[src/rtl/spi_cmd_pkg.sv]
// Shared opcodes and FSM state type for the SPI group command sequencer.
package spi_cmd_pkg;

    localparam logic [7:0] OP_NOP       = 8'h00;
    localparam logic [7:0] OP_SET_ADDR  = 8'h01;
    localparam logic [7:0] OP_WRITE_PIX = 8'h02;
    localparam logic [7:0] OP_WRITE_REG = 8'h03;

    typedef enum logic [2:0] {
        StIdle,
        StHdr,
        StPix,
        StRegval,
        StDrop
    } state_e;

endpackage

[src/rtl/spi_cmd_regfile.sv]
// NREG x 16-bit configuration register bank, written by strobe/index/data.
module spi_cmd_regfile #(
    parameter int unsigned NREG = 4
) (
    input  logic               clk,
    input  logic               rst,
    input  logic               we,
    input  logic [7:0]         idx,
    input  logic [15:0]        wdat,
    output logic [NREG*16-1:0] cfg
);

    logic [15:0] regs_q [NREG];

    // Out-of-range indices match no entry, so they write nothing.
    always_ff @(posedge clk) begin
        for (int unsigned i = 0; i < NREG; i++) begin
            if (rst) begin
                regs_q[i] <= 16'd0;
            end else if (we && idx == 8'(i)) begin
                regs_q[i] <= wdat;
            end
        end
    end

    always_comb begin
        cfg = '0;
        for (int unsigned i = 0; i < NREG; i++) begin
            cfg[16*i +: 16] = regs_q[i];
        end
    end

endmodule

[src/rtl/spi_group_cmd_seq.sv]
// Decodes 3-byte SPI groups into pixel writes and config register writes.
// Optional error counter enabled by defining SPI_CMD_SEQ_ERRCNT_EN.
module spi_group_cmd_seq #(
    parameter int unsigned ADDR_W    = 16,
    parameter int unsigned ADDR_LAST = 2**ADDR_W - 1,
    parameter int unsigned NREG      = 4
) (
    input  logic               clk,
    input  logic               rst,
    input  logic               css,
    input  logic               groupRdy,
    input  logic [23:0]        outGroupDat,
    output logic               pix_we,
    input  logic               pix_ack,
    output logic [ADDR_W-1:0]  pix_addr,
    output logic [23:0]        pix_dat,
    output logic [NREG*16-1:0] cfg,
    output logic               busy,
    output logic               err,
    output logic [7:0]         err_cnt
);
    import spi_cmd_pkg::*;

    localparam logic [ADDR_W-1:0] LastAddr = ADDR_W'(ADDR_LAST);

    state_e            state_q, state_d;
    logic              pix_we_q, pix_we_d;
    logic [ADDR_W-1:0] addr_q, addr_d;
    logic [23:0]       dat_q, dat_d;
    logic [15:0]       count_q, count_d;
    logic [7:0]        idx_q, idx_d;
    logic              err_q, err_d;
    logic              rf_we;
    logic [7:0]        op;

    assign op = outGroupDat[23:16];

    always_ff @(posedge clk) begin
        if (rst) begin
            state_q  <= StIdle;
            pix_we_q <= 1'b0;
            addr_q   <= '0;
            dat_q    <= 24'd0;
            count_q  <= 16'd0;
            idx_q    <= 8'd0;
            err_q    <= 1'b0;
        end else begin
            state_q  <= state_d;
            pix_we_q <= pix_we_d;
            addr_q   <= addr_d;
            dat_q    <= dat_d;
            count_q  <= count_d;
            idx_q    <= idx_d;
            err_q    <= err_d;
        end
    end

    always_comb begin
        state_d  = state_q;
        pix_we_d = pix_we_q;
        addr_d   = addr_q;
        dat_d    = dat_q;
        count_d  = count_q;
        idx_d    = idx_q;
        err_d    = 1'b0;
        rf_we    = 1'b0;

        // A pending write retires independently of the frame state.
        if (pix_we_q && pix_ack) begin
            pix_we_d = 1'b0;
            addr_d   = (addr_q == LastAddr) ? '0 : addr_q + 1'b1;
        end

        if (!css) begin
            state_d = StIdle;
            count_d = 16'd0;
        end else begin
            unique case (state_q)
                StIdle: state_d = StHdr;
                StHdr: begin
                    if (groupRdy) begin
                        case (op)
                            OP_NOP:      ;
                            OP_SET_ADDR: addr_d = outGroupDat[ADDR_W-1:0];
                            OP_WRITE_PIX: begin
                                count_d = outGroupDat[15:0];
                                if (outGroupDat[15:0] != 16'd0) state_d = StPix;
                            end
                            OP_WRITE_REG: begin
                                idx_d   = outGroupDat[7:0];
                                state_d = StRegval;
                            end
                            default: begin
                                err_d   = 1'b1;
                                state_d = StDrop;
                            end
                        endcase
                    end
                end
                StPix: begin
                    if (groupRdy) begin
                        if (pix_we_q && !pix_ack) begin
                            err_d   = 1'b1;
                            state_d = StDrop;
                        end else begin
                            pix_we_d = 1'b1;
                            dat_d    = outGroupDat;
                            count_d  = count_q - 16'd1;
                            if (count_q == 16'd1) state_d = StHdr;
                        end
                    end
                end
                StRegval: begin
                    if (groupRdy) begin
                        if ({24'd0, idx_q} < NREG) rf_we = 1'b1;
                        else                       err_d = 1'b1;
                        state_d = StHdr;
                    end
                end
                StDrop:  ;
                default: state_d = StIdle;
            endcase
        end
    end

    spi_cmd_regfile #(
        .NREG (NREG)
    ) u_regfile (
        .clk  (clk),
        .rst  (rst),
        .we   (rf_we),
        .idx  (idx_q),
        .wdat (outGroupDat[15:0]),
        .cfg  (cfg)
    );

`ifdef SPI_CMD_SEQ_ERRCNT_EN
    logic [7:0] err_cnt_q;

    always_ff @(posedge clk) begin
        if (rst) begin
            err_cnt_q <= 8'd0;
        end else if (err_d && err_cnt_q != 8'hFF) begin
            err_cnt_q <= err_cnt_q + 8'd1;
        end
    end

    assign err_cnt = err_cnt_q;
`else
    assign err_cnt = 8'd0;
`endif

    assign pix_we   = pix_we_q;
    assign pix_addr = addr_q;
    assign pix_dat  = dat_q;
    assign busy     = (state_q != StIdle);
    assign err      = err_q;

endmodule
[config.mk]
export PLATFORM = sky130hd
export DESIGN_NAME = spi_group_cmd_seq
export DESIGN_NICKNAME = d
export VERILOG_FILES = /design/src/rtl/spi_cmd_pkg.sv /design/src/rtl/spi_cmd_regfile.sv /design/src/rtl/spi_group_cmd_seq.sv
export SDC_FILE = /design/constraint.sdc
export NUM_CORES = 1
export LEC_CHECK = 0
export BUFFER_PORTS_ARGS = -buffer_cell sky130_fd_sc_hd__buf_2
export CORE_ASPECT_RATIO = 1.5
export CORE_MARGIN = 3
export CORE_UTILIZATION = 44
export CTS_BUF_LIST = sky130_fd_sc_hd__clkbuf_2
export DETAILED_ROUTE_END_ITERATION = 10
export GPL_TIMING_DRIVEN = 1
export HOLD_SLACK_MARGIN = 0.12
export PLACE_DENSITY_LB_ADDON = 0.3
export SLEW_MARGIN = 40
export SYNTH_ARGS = -nofsm -noshare
export SYNTH_HDL_FRONTEND = slang
export SYNTH_SLANG_ARGS = --single-unit
[constraint.sdc]
create_clock -name clk -period 4.1 [get_ports clk]
set_input_delay 0.41 -clock clk [delete_from_list [all_inputs] [get_ports clk]]
set_output_delay 0.41 -clock clk [all_outputs]
set_load 0.1 [all_outputs]
==> Word level (Yosys, flattened, before mapping) <==
Memory sizes are Yosys's and may differ from the RTL's.
Cells that the tools add are included.
{ "word_totals": {"reg_bits": 69, "mem_bits_rw": 64, "output_inout_bits": 115, "n_memories": 1} }
{ "op_classes": {"add_sub_neg": 2, "n_lt_le_gt_ge": 1, "n_eq_ne": 20, "mux": 53, "bitwise_logic": 7, "reduce_logical": 20} }
{ "mem_list": {"columns": ["name", "words", "width", "rd", "rd_ports_with_merged_regs", "wr", "line_no", "text"], "rows": [
  ["u_regfile.regs_q", 4, 16, 4, 0, 4, "spi_cmd_regfile.sv:13", "logic [15:0] regs_q [NREG];"]
]} }
{ "ops": {"columns": ["op", "n"], "rows": [
  ["$mux W16", 14],
  ["$eq A8 B2 Y1 const B", 4],
  ["$pmux W16 S2", 1],
  ["$mux W1", 29],
  ["$mux W3", 6],
  ["$add A16 B1 Y16 const B", 1],
  ["$eq A16 B1 Y1 const B", 1],
  ["$eq A16 B16 Y1 const B", 1],
  ["$eq A8 B1 Y1 const B", 2],
  ["$logic_not A8 Y1", 2],
  ["$reduce_bool A16 Y1", 1],
  ["$sub A16 B1 Y16 const B", 1],
  ["$pmux W3 S5", 1],
  ["$ne A2 B2 Y1 const B", 6],
  ["$pmux W3 S3", 1],
  ["$lt A8 B3 Y1 const B", 1],
  ["$reduce_and A4 Y1", 2],
  ["$reduce_and A7 Y1", 1],
  ["$eq A3 B2 Y1 const B", 2],
  ["$logic_and A1 B1 Y1", 6],
  ["$ne A3 B3 Y1 const B", 2],
  ["$reduce_and A5 Y1", 1],
  ["$or A1 B1 Y1", 4],
  ["$reduce_or A2 Y1", 2],
  ["other kinds (9)", 11]
]} }

==> Logic depth before layout (Yosys ltp) <==
{ "depth": {"ltp_word": 10, "depth_mapped": 9} }

==> Hierarchy <==
A second synthesis with hierarchy kept.
{ "hier_totals": {"hier_cells": 633, "area_unflattened_um2": 6253.5} }
{ "by_module_without_submodules": {"columns": ["mod", "n_inst", "cells_per_inst", "area_each_um2", "seq_area_each_um2"], "rows": [
  ["spi_group_cmd_seq", 1, 454, 3562.2, 1381.3],
  ["spi_cmd_regfile", 1, 179, 2691.3, 1921.8]
]} }

==> Least setup slack after synthesis <==
Ideal clock, no wire load.
{ "synth_timing": {"kind": "input port to flip-flop", "startpoint": "input groupRdy", "endpoint": "memory u_regfile.regs_q[0][0], enable pin", "setup_ns": 0.414, "arrival_ns": 2.356, "setup_slack_ns": 1.330, "path_stages": 4, "path_buffers": 1, "path_cell_list": "clkbuf_1 -> nand2_1 -> or2_2 -> o31ai_1"} }
{ "synth_lines": {"columns": ["element", "line_no", "text"], "rows": [
  ["from (decl)", "spi_group_cmd_seq.sv:11", "input logic groupRdy,"],
  ["to (decl)", "spi_cmd_regfile.sv:13", null]
]} }

==> Final worst setup path <==
{ "layout_timing": {"startpoint": "register state_q[1]", "endpoint": "register count_q[12]"} }
{ "layout_via": {"elab_chain_cells": 3} }
{ "layout_rtl": {"columns": ["element", "line_no", "text"], "rows": [
  ["from (decl)", "spi_group_cmd_seq.sv:26", "state_e state_q, state_d;"],
  ["from (signal assigned)", "spi_group_cmd_seq.sv:40", "state_q <= StIdle;"],
  ["from (signal assigned)", "spi_group_cmd_seq.sv:48", "state_q <= state_d;"],
  ["$eq A3 B1 Y1 / $eq A3 B2 Y1 (equally long branches)", "spi_group_cmd_seq.sv:78", "unique case (state_q)"],
  ["$ne A2 B2 Y1 (no source line) / $reduce_bool A2 Y1 (equally long branches)", null, null],
  ["$reduce_and A5 Y1 (no source line)", null, null],
  ["to (signal assigned)", "spi_group_cmd_seq.sv:52", "count_q <= count_d;"],
  ["to (decl)", "spi_group_cmd_seq.sv:30", "logic [15:0] count_q, count_d;"]
]} }
Parallel ways exist; a longest one is shown, timed or not.
A chain may end at the register's enable or synchronous reset.

==> metrics <==
P&R area growth vs syn 22.0%; die area about 0.015 sq mm; fmax between 400 and 500 MHz; Post-route DRC 0; Mapped Cells 619; largest net degree at the start of global routing 53; initial antenna violation count 1; vias 5145; Crit Path Category reg2reg; DRT Pass-1 Iters 6; met1 GRT Util 0.258; Pins Over Slew Limit 0; Initial Utilization 0.453; Nets between 700 and 800; WL per Instance approximately 18 um; sequential fraction of the synthesis area 0.554; Num Clock Sinks around 130; share of cells above drive strength 1 0.249; Setup WS post-layout around 1.6 ns; Setup TNS 0 ns; Post-synth EDFFs 64; GR Util met2 0.376; core outline area between 0.01 and 0.015 sq mm; Sequential cell area about 0.0033 sq mm; CP endpoint count_q[12]; total track usage 0.218; Crit path largest cell delay around 0.63 ns; worst reg2reg path depth 7; hpwl dp 11000 um; vias per cell roughly 5.5; GRT overflow 0; RSZ-0062 raised after global routing no; worst r2r dst count_q[12]; vias in the first global route 4876; area of the multi-input gates 0.00244 sq mm; synth unique cells between 50 and 60; GRT busiest layer met2; fin crit share 0.598; DRT antenna net count 0; clk_skew around 0.040 ns; Req. time, crit path roughly 4.7 ns; Synth Warn # 0; Yosys reg bits about 130; outcome finished clean; switching share of power 0.299; WL final 16500 um; die height ~150 um; MaxCap Viol Count 0; worst-path cell chain nor3b_2 > buf_4 > and2_1 > a22o_1 > o21ai_0 > a22oi_1 > nor2_1; Compound-Gate Fraction of Synth Area 0.115; Port Buffers around 140; worst-skew pair later-pin latency 0.70 ns; Place WS approximately 1.7 ns; grt met3 use 0.0493; clk buf depth 2; ys flop type dfxtp_1; placer congestion estimate about 0.9; total setup buffers inserted after CTS 0; Clock Tree Root clkbuf_2; adder-cell area share of the yosys netlist 0.00630; first-pass GRT wire length between 20000 and 30000 um; syn avg cell area between 9 and 10 sq um; Slowest cell on crit path a22o_1; Clock transition at path regs roughly 0.2 ns; P_leak 2.96 nW; r2r startpoint state_q[1]; final count of negative-setup-slack endpoints 0; Synth Area in Simple Gates 0.255; worst vdd ir 0.238 mV; # rows 51; reg-to-reg slack, setup approximately 1.6 ns; crit start category flop; CTS resizes 0; Seq pwr share 0.513; clock power share 0.343; switching pwr roughly 0.00083 W; total CTS buffers 17; Synth async-reset ratio 0; HP Class in2reg; final hold violations 0; die width a little over 100 um; CTS tree built; worst-margin pin slew 0.700 ns; io pins ~140; htree depth 4; Post-Syn Area 0.00596 sq mm; Gate power share 0.145; CP Capture Type flop; main combinational cell family by area after synthesis simple AND/OR/NAND/NOR gates; Crit path arrival time 3.02 ns; fillers 1181; power density over the cells ~380 mW/mm^2; WHS Path Cells 2; Worst slew margin 0.534; Int Power around 0.0020 W; mux cell area share after synthesis 0.00504; first-iteration detailed-routing DRC count about 380; CP startpoint state_q[1]; Synth Area in XOR/XNOR 0.0191; worst-path maximum fanout 22; min Tclk post-route about 2.5 ns
[placed cells by master (no fill, tap or decap), types with 3 or more instances in the layout]
cell           count
a211oi_2           3
a21oi_1           54
a22oi_1            6
and2_1            58
and3_1             9
and4_1             3
buf_2            134
buf_4              8
bufinv_16          5
clkbuf_2          19
clkinvlp_4         3
conb_1             8
dfxtp_1           69
dlygate4sd3_1     27
edfxtp_1          64
ha_1               3
inv_1              5
mux2i_1            3
nand2_1          101
nand2b_1           4
nand3_1           12
nand4_1            9
nor2_1            43
nor2b_1            3
nor3_1            22
nor3b_1            4
nor4_1            11
o21a_1             3
o21ai_0           17
o21ai_1            3
o31ai_1            5
or3_1              4
xnor2_1            5
xor2_1             8
[worst max-delay path, delay by kind of cell, from the launching register on]
kind,cells,cell delay [ns]
flops,1,0.55
compound gates,3,1.03
simple gates,3,0.53
buf+inv,1,0.24
[worst min-delay path by stage]
stage	from	slack (ns)	to
after floorplan	idx_q[4]	0.43	idx_q[4]
after global placement	idx_q[7]	0.44	idx_q[7]
after detailed placement	pix_dat[5]	0.44	pix_dat[5]
after CTS	rst	0.13	pix_addr[9]
after global routing	rst	0.16	pix_dat[16]
final	rst	0.20	pix_addr[9]
[logic make-up (layout without fill, tap and decap cells)]
group / after synthesis / count (layout)
AOI/OAI and AO/OA: 111 / 111
muxes: 3 / 3
buffers and inverters: 55 / 207
xor gates and xnor gates: 13 / 13
adders and majority gates: 3 / 3
DFF: 133 / 133
other: 1 / 9
and+or+nand+nor: 300 / 300
[per-layer routing]
layer	vias up	routed length, um
li1	2453	-
met1	2426	6100
met2	236	8530
met3	30	1360
met4	0	467
met5	-	0
[per-stage QoR]
step / util / hold slack [ns] / std cells / instance area (sq um) / power, W
finish: 0.553 / 0.201 / 938 / 7270 / 0.00278
global route: 0.553 / 0.158 / 938 / 7270 / 0.00287
CTS: 0.552 / 0.131 / 937 / 7250 / 0.00280
detailed placement: 0.508 / 0.444 / 878 / 6680 / 0.00184
global placement: 0.508 / 0.440 / 878 / 6680 / 0.00183
floorplan: - / 0.432 / 626 / 5990 / 0.00176
[state kept, by name (all words and copies together) (netlist names)]
| register | cells |
|---|---|
| count_q | 16 |
| err | 1 |
| idx_q | 8 |
| pix_addr | 16 |
| pix_dat | 24 |
| pix_we | 1 |
| state_q | 3 |
| u_regfile.regs_q | 64 |
[final cells by class]
class | count | area share
Sequential cell | 133 | 0.454
Multi-Input combinational cell | 438 | 0.336
Timing Repair Buffer | 169 | 0.138
Clock inverter | 13 | 0.0284
Tap cell | 159 | 0.0274
Clock buffer | 19 | 0.0131
Inverter | 6 | 0.00310
Antenna cell | 1 | 0.000344
[Yosys cell counts (all sizes together), types with 12 or more instances]
cell      n  share of area
dfxtp    69           0.23
nor3     24          0.020
nor2     45          0.029
buf      20          0.022
and2     59          0.062
a21oi    54          0.045
clkbuf   29          0.018
nand2   101          0.064
edfxtp   64           0.32
nor4     12          0.014
o21ai    20          0.017
nand3    13          0.011
[power by group through the flow]
stage	registers [W]	clock network, W	logic [W]
after CTS	0.00143	0.000974	0.000401
after floorplan	0.00163	0	0.000129
after global routing	0.00143	0.00102	0.000418
after detailed placement	0.00146	0	0.000382
after global placement	0.00145	0	0.000377
final	0.00143	0.000954	0.000403
[timing repair]
action | in CTS | in global routing
setup endpoints to repair | 0 | 0
endpoints found under the hold margin | 50 | 0
hold buffers | 27 | 0
(Power assumes the default switching activity.)
